**config.mk**
```make
export PLATFORM = sky130hd
export DESIGN_NAME = dev_reshuffler_csr_mgr
export DESIGN_NICKNAME = d
export VERILOG_FILES = /design/src/rtl/dev_reshuffler_csr_pkg.sv /design/src/rtl/dev_csr_perf_counter.sv /design/src/rtl/dev_reshuffler_csr_mgr.sv
export SDC_FILE = /design/constraint.sdc
export NUM_CORES = 1
export LEC_CHECK = 0
export ABC_AREA = 1
export ABC_CLOCK_PERIOD_IN_PS = 2000
export BUFFER_PORTS_ARGS = -buffer_cell sky130_fd_sc_hd__buf_4
export CAP_MARGIN = 30
export CORE_ASPECT_RATIO = 1.5
export CORE_MARGIN = 3
export CORE_UTILIZATION = 35
export DETAILED_ROUTE_END_ITERATION = 12
export HOLD_SLACK_MARGIN = 0.02
export PLACE_DENSITY = 0.49
export SLEW_MARGIN = 20
export SYNTH_ARGS = -nofsm -noshare
export SYNTH_HDL_FRONTEND = slang
export SYNTH_SLANG_ARGS = --single-unit
```
**constraint.sdc**
```tcl
create_clock -name clk_i -period 2 [get_ports clk_i]
set_input_delay 0.3 -clock clk_i [delete_from_list [all_inputs] [get_ports clk_i]]
set_output_delay 0.3 -clock clk_i [all_outputs]
set_load 0.005 [all_outputs]
```
**src/rtl/dev_reshuffler_csr_pkg.sv**
```systemverilog
// Shared types and address/bit constants for the reshuffler CSR manager.
// Addresses are offsets from NumRwCsr so the map follows the RW register count.
package dev_reshuffler_csr_pkg;

  typedef enum logic [1:0] {
    IDLE   = 2'd0,
    LAUNCH = 2'd1,
    BUSY   = 2'd2
  } csr_mgr_state_e;

  localparam int unsigned START_BIT  = 0;
  localparam int unsigned BUSY_BIT   = 0;
  localparam int unsigned LAUNCH_BIT = 1;

  localparam int unsigned CTRL_OFS     = 0;
  localparam int unsigned PERF_CYC_OFS = 1;
  localparam int unsigned PERF_OPS_OFS = 2;

endpackage

```
**src/rtl/dev_csr_perf_counter.sv**
```systemverilog
// Wrapping performance counter; a clear in the same cycle as an increment wins.
module dev_csr_perf_counter #(
  parameter int unsigned Width = 32
) (
  input  logic             clk_i,
  input  logic             rst_ni,
  input  logic             inc_i,
  input  logic             clr_i,
  output logic [Width-1:0] count_o
);

  always_ff @(posedge clk_i or negedge rst_ni) begin
    if (!rst_ni) begin
      count_o <= '0;
    end else if (clr_i) begin
      count_o <= '0;
    end else if (inc_i) begin
      count_o <= count_o + Width'(1);
    end
  end

endmodule

```
**src/rtl/dev_reshuffler_csr_mgr.sv**
```systemverilog
// CSR manager: RW config registers, CTRL start/launch handshake, perf counters.
// state  | meaning
// IDLE   | no operation; config writable, CTRL start accepted
// LAUNCH | cfg_o snapshot presented with cfg_valid_o, waiting for cfg_ready_i
// BUSY   | accelerator running, waiting for acc_done_i
module dev_reshuffler_csr_mgr
  import dev_reshuffler_csr_pkg::*;
#(
  parameter  int unsigned NumRwCsr     = 4,
  parameter  int unsigned RegDataWidth = 32,
  localparam int unsigned NumCsr       = NumRwCsr + 3,
  localparam int unsigned RegAddrWidth = $clog2(NumCsr)
) (
  input  logic                             clk_i,
  input  logic                             rst_ni,
  input  logic [RegAddrWidth-1:0]          csr_addr_i,
  input  logic [RegDataWidth-1:0]          csr_wr_data_i,
  input  logic                             csr_wr_en_i,
  input  logic                             csr_req_valid_i,
  output logic                             csr_req_ready_o,
  output logic [RegDataWidth-1:0]          csr_rd_data_o,
  output logic                             csr_rsp_valid_o,
  input  logic                             csr_rsp_ready_i,
  output logic [NumRwCsr*RegDataWidth-1:0] cfg_o,
  output logic                             cfg_valid_o,
  input  logic                             cfg_ready_i,
  input  logic                             acc_done_i,
  output logic                             busy_o
);

  localparam int unsigned CtrlIdx    = NumRwCsr + CTRL_OFS;
  localparam int unsigned PerfCycIdx = NumRwCsr + PERF_CYC_OFS;
  localparam int unsigned PerfOpsIdx = NumRwCsr + PERF_OPS_OFS;

  csr_mgr_state_e                    state_q, state_d;
  logic [NumRwCsr*RegDataWidth-1:0]  cfg_q;
  logic [RegDataWidth-1:0]           rd_val;
  logic [RegDataWidth-1:0]           perf_cyc, perf_ops;
  logic [31:0]                       addr_ext;
  logic                              lock, accept, wr_acc, start;

  assign addr_ext = 32'(csr_addr_i);

  // Only config/CTRL writes stall while an operation is in flight.
  assign lock            = (state_q != IDLE) && csr_wr_en_i && (addr_ext <= CtrlIdx);
  assign csr_req_ready_o = (!csr_rsp_valid_o || csr_rsp_ready_i) && !lock;
  assign accept          = csr_req_valid_i && csr_req_ready_o;
  assign wr_acc          = accept && csr_wr_en_i;
  assign start           = wr_acc && (addr_ext == CtrlIdx) && csr_wr_data_i[START_BIT];

  assign busy_o      = (state_q != IDLE);
  assign cfg_valid_o = (state_q == LAUNCH);

  always_comb begin
    rd_val = '0;
    for (int i = 0; i < NumRwCsr; i++) begin
      if (addr_ext == 32'(i)) rd_val = cfg_q[i*RegDataWidth +: RegDataWidth];
    end
    if (addr_ext == CtrlIdx) begin
      rd_val[BUSY_BIT]   = busy_o;
      rd_val[LAUNCH_BIT] = (state_q == LAUNCH);
    end
    if (addr_ext == PerfCycIdx) rd_val = perf_cyc;
    if (addr_ext == PerfOpsIdx) rd_val = perf_ops;
  end

  always_ff @(posedge clk_i or negedge rst_ni) begin
    if (!rst_ni) begin
      cfg_q <= '0;
    end else if (wr_acc) begin
      for (int i = 0; i < NumRwCsr; i++) begin
        if (addr_ext == 32'(i)) cfg_q[i*RegDataWidth +: RegDataWidth] <= csr_wr_data_i;
      end
    end
  end

  always_ff @(posedge clk_i or negedge rst_ni) begin
    if (!rst_ni) begin
      cfg_o <= '0;
    end else if (start) begin
      cfg_o <= cfg_q;
    end
  end

  // Response register carries read-before-write data.
  always_ff @(posedge clk_i or negedge rst_ni) begin
    if (!rst_ni) begin
      csr_rsp_valid_o <= 1'b0;
      csr_rd_data_o   <= '0;
    end else if (accept) begin
      csr_rsp_valid_o <= 1'b1;
      csr_rd_data_o   <= rd_val;
    end else if (csr_rsp_valid_o && csr_rsp_ready_i) begin
      csr_rsp_valid_o <= 1'b0;
      csr_rd_data_o   <= '0;
    end
  end

  always_ff @(posedge clk_i or negedge rst_ni) begin
    if (!rst_ni) state_q <= IDLE;
    else         state_q <= state_d;
  end

  always_comb begin
    state_d = state_q;
    case (state_q)
      IDLE:    if (start)       state_d = LAUNCH;
      LAUNCH:  if (cfg_ready_i) state_d = BUSY;
      BUSY:    if (acc_done_i)  state_d = IDLE;
      default:                  state_d = IDLE;
    endcase
  end

  dev_csr_perf_counter #(.Width(RegDataWidth)) u_perf_cyc (
    .clk_i   (clk_i),
    .rst_ni  (rst_ni),
    .inc_i   (busy_o),
    .clr_i   (wr_acc && (addr_ext == PerfCycIdx)),
    .count_o (perf_cyc)
  );

  dev_csr_perf_counter #(.Width(RegDataWidth)) u_perf_ops (
    .clk_i   (clk_i),
    .rst_ni  (rst_ni),
    .inc_i   ((state_q == BUSY) && acc_done_i),
    .clr_i   (wr_acc && (addr_ext == PerfOpsIdx)),
    .count_o (perf_ops)
  );

endmodule

```
# After elaboration in Yosys (flattened, before gate mapping)

Cells that the tools add are included.

Add/subtract/negate cells: 2
Multiply operators: 0
Divide/modulo/power cells: 0
Magnitude comparators: 1
Equal/unequal tests: 11
Shifts and indexed selects: 0
Multiplexer cells: 19
Bitwise gates (word level): 0
Reduce and logical (&&, ||, !) cells: 25

Operators with widths:

| kind                  | number |
|---|---|
| $mux 32               | 12 |
| $add 32x1->32 const B | 2 |
| $logic_not 32->1      | 1 |
| $logic_and 1x1->1     | 11 |
| $eq 3x3->1 const B    | 3 |
| $mux 2                | 4 |
| $reduce_and 2->1      | 4 |
| $reduce_bool 2->1     | 4 |
| $eq 3x2->1 const B    | 2 |
| $pmux 2 s3            | 1 |
| $ne 2x2->1 const B    | 2 |
| $eq 3x1->1 const B    | 1 |
| $le 3x3->1 const B    | 1 |
| $reduce_and 3->1      | 1 |
| $eq 2x1->1 const B    | 1 |
| $eq 2x2->1 const B    | 1 |
| $logic_not 1->1       | 2 |
| $logic_not 2->1       | 1 |
| $mux 1                | 2 |
| $ne 2x1->1 const B    | 1 |
| $logic_or 1x1->1      | 1 |

Register bits after elaboration: 355
Latch bits: 0
Memory bits (writable): 0
Memory bits (read-only): 0
Output and inout port bits: 164
Memories: 0

# Longest topological paths before layout

Depth after elaboration: 11
Mapped depth: 11

# By module

A second synthesis with hierarchy kept.

Cells, all modules: 2145
Area total of the unflattened synthesis: 16714.8 um^2

By module, submodules not included:

| module                             | times used | cells an instance | area an instance (um^2) | sequential area each (um^2) |
|---|---|---|---|---|
| dev_reshuffler_csr_mgr             | 1          | 1598              | 12877.4                 | 7282.0 |
| dev_csr_perf_counter at u_perf_cyc | 1          | 274               | 1948.1                  | 800.8 |
| dev_csr_perf_counter at u_perf_ops | 1          | 273               | 1889.3                  | 800.8 |

# Worst setup path after synthesis

No wires, ideal clock.

Path type: register -> register
Start: register u_perf_ops.count_o[0]
End: register u_perf_ops.count_o[30]
Data arrival time: 1.580 ns
Required time: 1.883 ns
Slack: 0.303 ns
Stages on the path, launching flop included: 11
Buffers on the path: 0
Clock period less this slack: 1.697 ns
Cell sequence: dfrtp_1 ha_1 nand3_1 nor2_1 nand2_1 inv_1 nand2_1 nor2_1 nand2_1 nand2_1 nor2_1

Cells in the longest elaborated chain, start to end: 3

RTL lines:

| what                     | line                       | text |
|---|---|---|
| start: declaration       | dev_csr_perf_counter.sv:9  | `output logic [Width-1:0] count_o` |
| start signal: assignment | dev_csr_perf_counter.sv:18 | `count_o <= count_o + Width'(1);` |
| $add 32x1->32            | dev_csr_perf_counter.sv:18 |  |
| $mux 32                  | dev_csr_perf_counter.sv:17 | `end else if (inc_i) begin` |
| $mux 32                  | dev_csr_perf_counter.sv:15 | `end else if (clr_i) begin` |

Every way passes these cells. The select of a mux whose other input is x is not followed.
A chain may end at the register's enable or synchronous reset.

# Worst setup path in the final report

Start: register csr_rsp_valid_o
End: output csr_req_ready_o

Cells in the longest elaborated chain, start to end: 3

RTL lines:

| what                     | line                         | text |
|---|---|---|
| start: declaration       | dev_reshuffler_csr_mgr.sv:22 | `output logic csr_rsp_valid_o,` |
| start signal: assignment | dev_reshuffler_csr_mgr.sv:88 | `csr_rsp_valid_o <= 1'b0;` |
| start signal: assignment | dev_reshuffler_csr_mgr.sv:91 | `csr_rsp_valid_o <= 1'b1;` |
| start signal: assignment | dev_reshuffler_csr_mgr.sv:94 | `csr_rsp_valid_o <= 1'b0;` |
| $logic_not 1->1          | dev_reshuffler_csr_mgr.sv:46 | `assign csr_req_ready_o = (!csr_rsp_valid_o \|\| csr_rsp_ready_i) && !lock;` |
| $logic_or 1x1->1         | dev_reshuffler_csr_mgr.sv:46 |  |
| $logic_and 1x1->1        | dev_reshuffler_csr_mgr.sv:46 |  |
| end: declaration         | dev_reshuffler_csr_mgr.sv:20 | `output logic csr_req_ready_o,` |

Every way passes these cells.

==> results list <==
* Total number of clock tree sinks: 355
- Number of unique standard cell types used by synthesis: 27
- Cell row count: 97
- Measured against its own limit, the worst slew margin works out to 0.706.
* Number of global-route vias before repair: 14690
* Shortest clock period the worst path allows after layout: 1890 ps
- After the last flow step, the layout net total stands at 2491.
- The share of the Yosys chip area taken by registers is 0.530.
* GRT Resource Usage Total: 0.222
- Endpoint class of the critical path: primary output
- Inserted Clock Buffers: 38
- The multi-input combinational cells in the finished layout cover a total of 6600 µm².
- The library cell used most frequently in the layout, excluding fill and tap cells, is nand2_1.
- Across all hold checks on the routed design, the worst slack comes to 48.3 ps.
* Mean post-synth cell area: 7.56 µm²
- WL final: 56200 µm
* 1st-pass router iterations: 5
- Post-Syn Instances: 2217
- For flop-to-flop paths, the worst setup slack is 220 ps.
* Critical path data arrival time: 1590 ps
- Clock root buffer master: clkbuf_16
* Final core utilization: 0.445
* Area of the die: 50600 µm²
- Once detailed placement completed, the half-perimeter wirelength came to 42100 µm.
- Across the routed clock network, the largest skew measured is 15.2 ps.
- The number of hold violations in the final report came to 0.
- Pwr per Cell Area: 929 nW/µm²
- For this run the aggregate overflow at the end of global routing stands at 0.
- After synthesis the cells add up to 16800 µm².
- Max-cap violations in this run came to 0.
* Synthesis-stage register bit count: 355
* Sequential cell area: 8880 µm²
- Setup repair after global routing left no endpoint under its margin.
- Final period util: 0.943
- Area growth from synthesis to final layout: 24.8%
* Run status: complete, no violations
- The critical path in this run is classified as reg2out.
- Clock-pin slew was measured on the worst setup and hold paths at 60 ps.
- In this run, the number of DRC markers left after iteration 0 of detailed routing was 1171.
* Cell leakage power: 10.7 nW
* H-tree level count: 2
- After synthesis, the cell types taking the most area are dfrtp_1 (53%), nand2_1 (19%), o21ai_0 (6.8%).
- N_diodes: 0
- The number of nets in the synthesized netlist is 2261.
- Largest fanout on the critical path: 4
- The first global-routing pass estimated 87200 µm of wire.
* Area share of the leading cell type in the synthesized netlist: 0.530
- Total vias in the final route: 15014
- Fraction of layout instances using a drive strength above 1: 0.145
* Final-layout fill cell count: 4811
- Across the VDD grid, the largest voltage drop is 0.000586 V.
- Entering global routing, the biggest net connects 76 pins.
- The number of max-slew violations in the final report was 0.
- Clock latency reported for the late side of the worst-skew pair: 540 ps
* Last weighted congestion value of the routability-driven placer: 0.904
- Vias per inst: 4.89
- The worst hold path belongs to the class in2reg.
- Initial antenna violation count: 0
* Cell taking the most area after synthesis: dfrtp_1
* Number of buffers on the longest clock path: 3
- Data required time at the worst endpoint: 1700 ps
* Core Footprint: 47000 µm²
- The library cells used most frequently in the layout, excluding fill and tap cells, are nand2_1 (851), dfrtp_1 (355), buf_4 (254).
* Y dimension of the die: 274 µm
- For this design the top-level I/O count stands at 206.
- For this run, design rule violations remaining after detail routing come to 0.
- TritonCTS built the clock tree.
- Wire length per cell after detailed routing: 18.3 µm
* Chip width: 185 µm
* Pin slew with the least headroom to its limit: 436 ps
- Yosys printed 0 warnings.
* Port bufs: 205
* Launching element type of the critical path: flop
- Setup violations remaining at the end of the flow were counted as 0.
- Derived from the worst setup path, the maximum achievable clock frequency is 530 MHz.
- Initial core utilization: 0.357
- In this run the remaining antenna-violating nets after routing total 0.
* Setup TNS: 0 ps
-- final cells by class --
type                    instances  area share
repair buffers                286       0.120
flip-flops and latches        355       0.425
clock inverters                13     0.00688
multi-input cells            1533       0.316
clock buffers                  55      0.0548
well taps                     594      0.0356
inverters                     233      0.0418
-- stage by stage --
stage / setup WS, ps / cells / cell area [µm²] / power (mW)
after global placement: 1.85 / 2998 / 19600 / 12.3
final: 113 / 3069 / 20900 / 19.4
after global routing: 30.9 / 3069 / 20900 / 20.5
after detailed placement: 60.5 / 2998 / 19600 / 12.3
after floorplan: 304 / 2217 / 16800 / 10.4
after CTS: 8.12 / 3069 / 20900 / 19.7
-- registers in the layout (all words and copies together) (netlist names) --
register and flops:
cfg_o 128, cfg_q 128, csr_rd_data_o 32, csr_rsp_valid_o 1, state_q 2, u_perf_cyc.count_o 32, u_perf_ops.count_o 32
-- where the power goes --
| part | leakage [nW] | switching (mW) | internal [mW] |
|---|---|---|---|
| sequential | 4.74 | 0.853 | 8.28 |
| clock | 0.639 | 2.98 | 4.26 |
| combinational | 5.29 | 1.71 | 1.34 |
| total | 10.7 | 5.55 | 13.9 |
-- Yosys cell counts --
master	number
dfrtp_1	355
xnor2_1	6
inv_2	1
nand2_2	5
o22ai_1	34
nor2_1	177
nor2_8	1
and3_1	1
xor2_1	17
clkinv_1	1
nor2_4	1
ha_1	2
buf_2	39
o21ai_0	227
a21boi_0	1
nor3b_1	1
nand4_1	3
nand2_4	1
nand3_4	1
nor3_1	4
nand3_1	155
clkbuf_1	51
o21ai_1	20
nand2_1	852
buf_1	6
inv_1	231
a21oi_1	24
-- cells by family (layout without fill, tap and decap cells) --
logic type               after synthesis  in the layout  share of synthesized area
flip-flops                           355            355                      0.530
buffers and inverters                329            587                     0.0766
adder cells (fa/ha/maj)                2              2                    0.00149
XOR/XNOR                              23             23                     0.0120
AND/OR/NAND/NOR                     1202           1202                      0.285
AO/OA/AOI/OAI                        306            306                     0.0941
-- worst max-delay path, stage by stage, from the launching register on --
cell and delay, ps:
dfrtp_1 430, nand2_2 160, a21boi_1 210, buf_4 150
buf_4 100
-- final timing paths --
check	from	endpoint	depth (start not counted)
max	csr_rsp_valid_o	csr_req_ready_o	4
min	cfg_ready_i	state_q[0]	2
max reg2reg	u_perf_cyc.count_o[0]	u_perf_cyc.count_o[14]	8
min reg2reg	cfg_o[17]	cfg_o[17]	2
max in group asynchronous	rst_ni	cfg_o[72]	3
min in group asynchronous	rst_ni	cfg_o[17]	2
-- metal layers --
layer  track usage  part of all wire  vias up
met1         0.286              0.42     7115
li1              -                 -     7402
met4        0.0792             0.037        0
met5             0                 0        -
met3        0.0289             0.047       85
met2         0.383              0.49      412
-- timing repair --
item / in CTS / in global routing
buffers inserted: 0 / 0
hold buffers: 3 / 0
endpoints found under the setup margin: 0 / 3
gates resized for setup: 0 / 3
endpoints found under the hold margin: 284 / 0
Note: power is estimated with default switching activity, not from simulation.
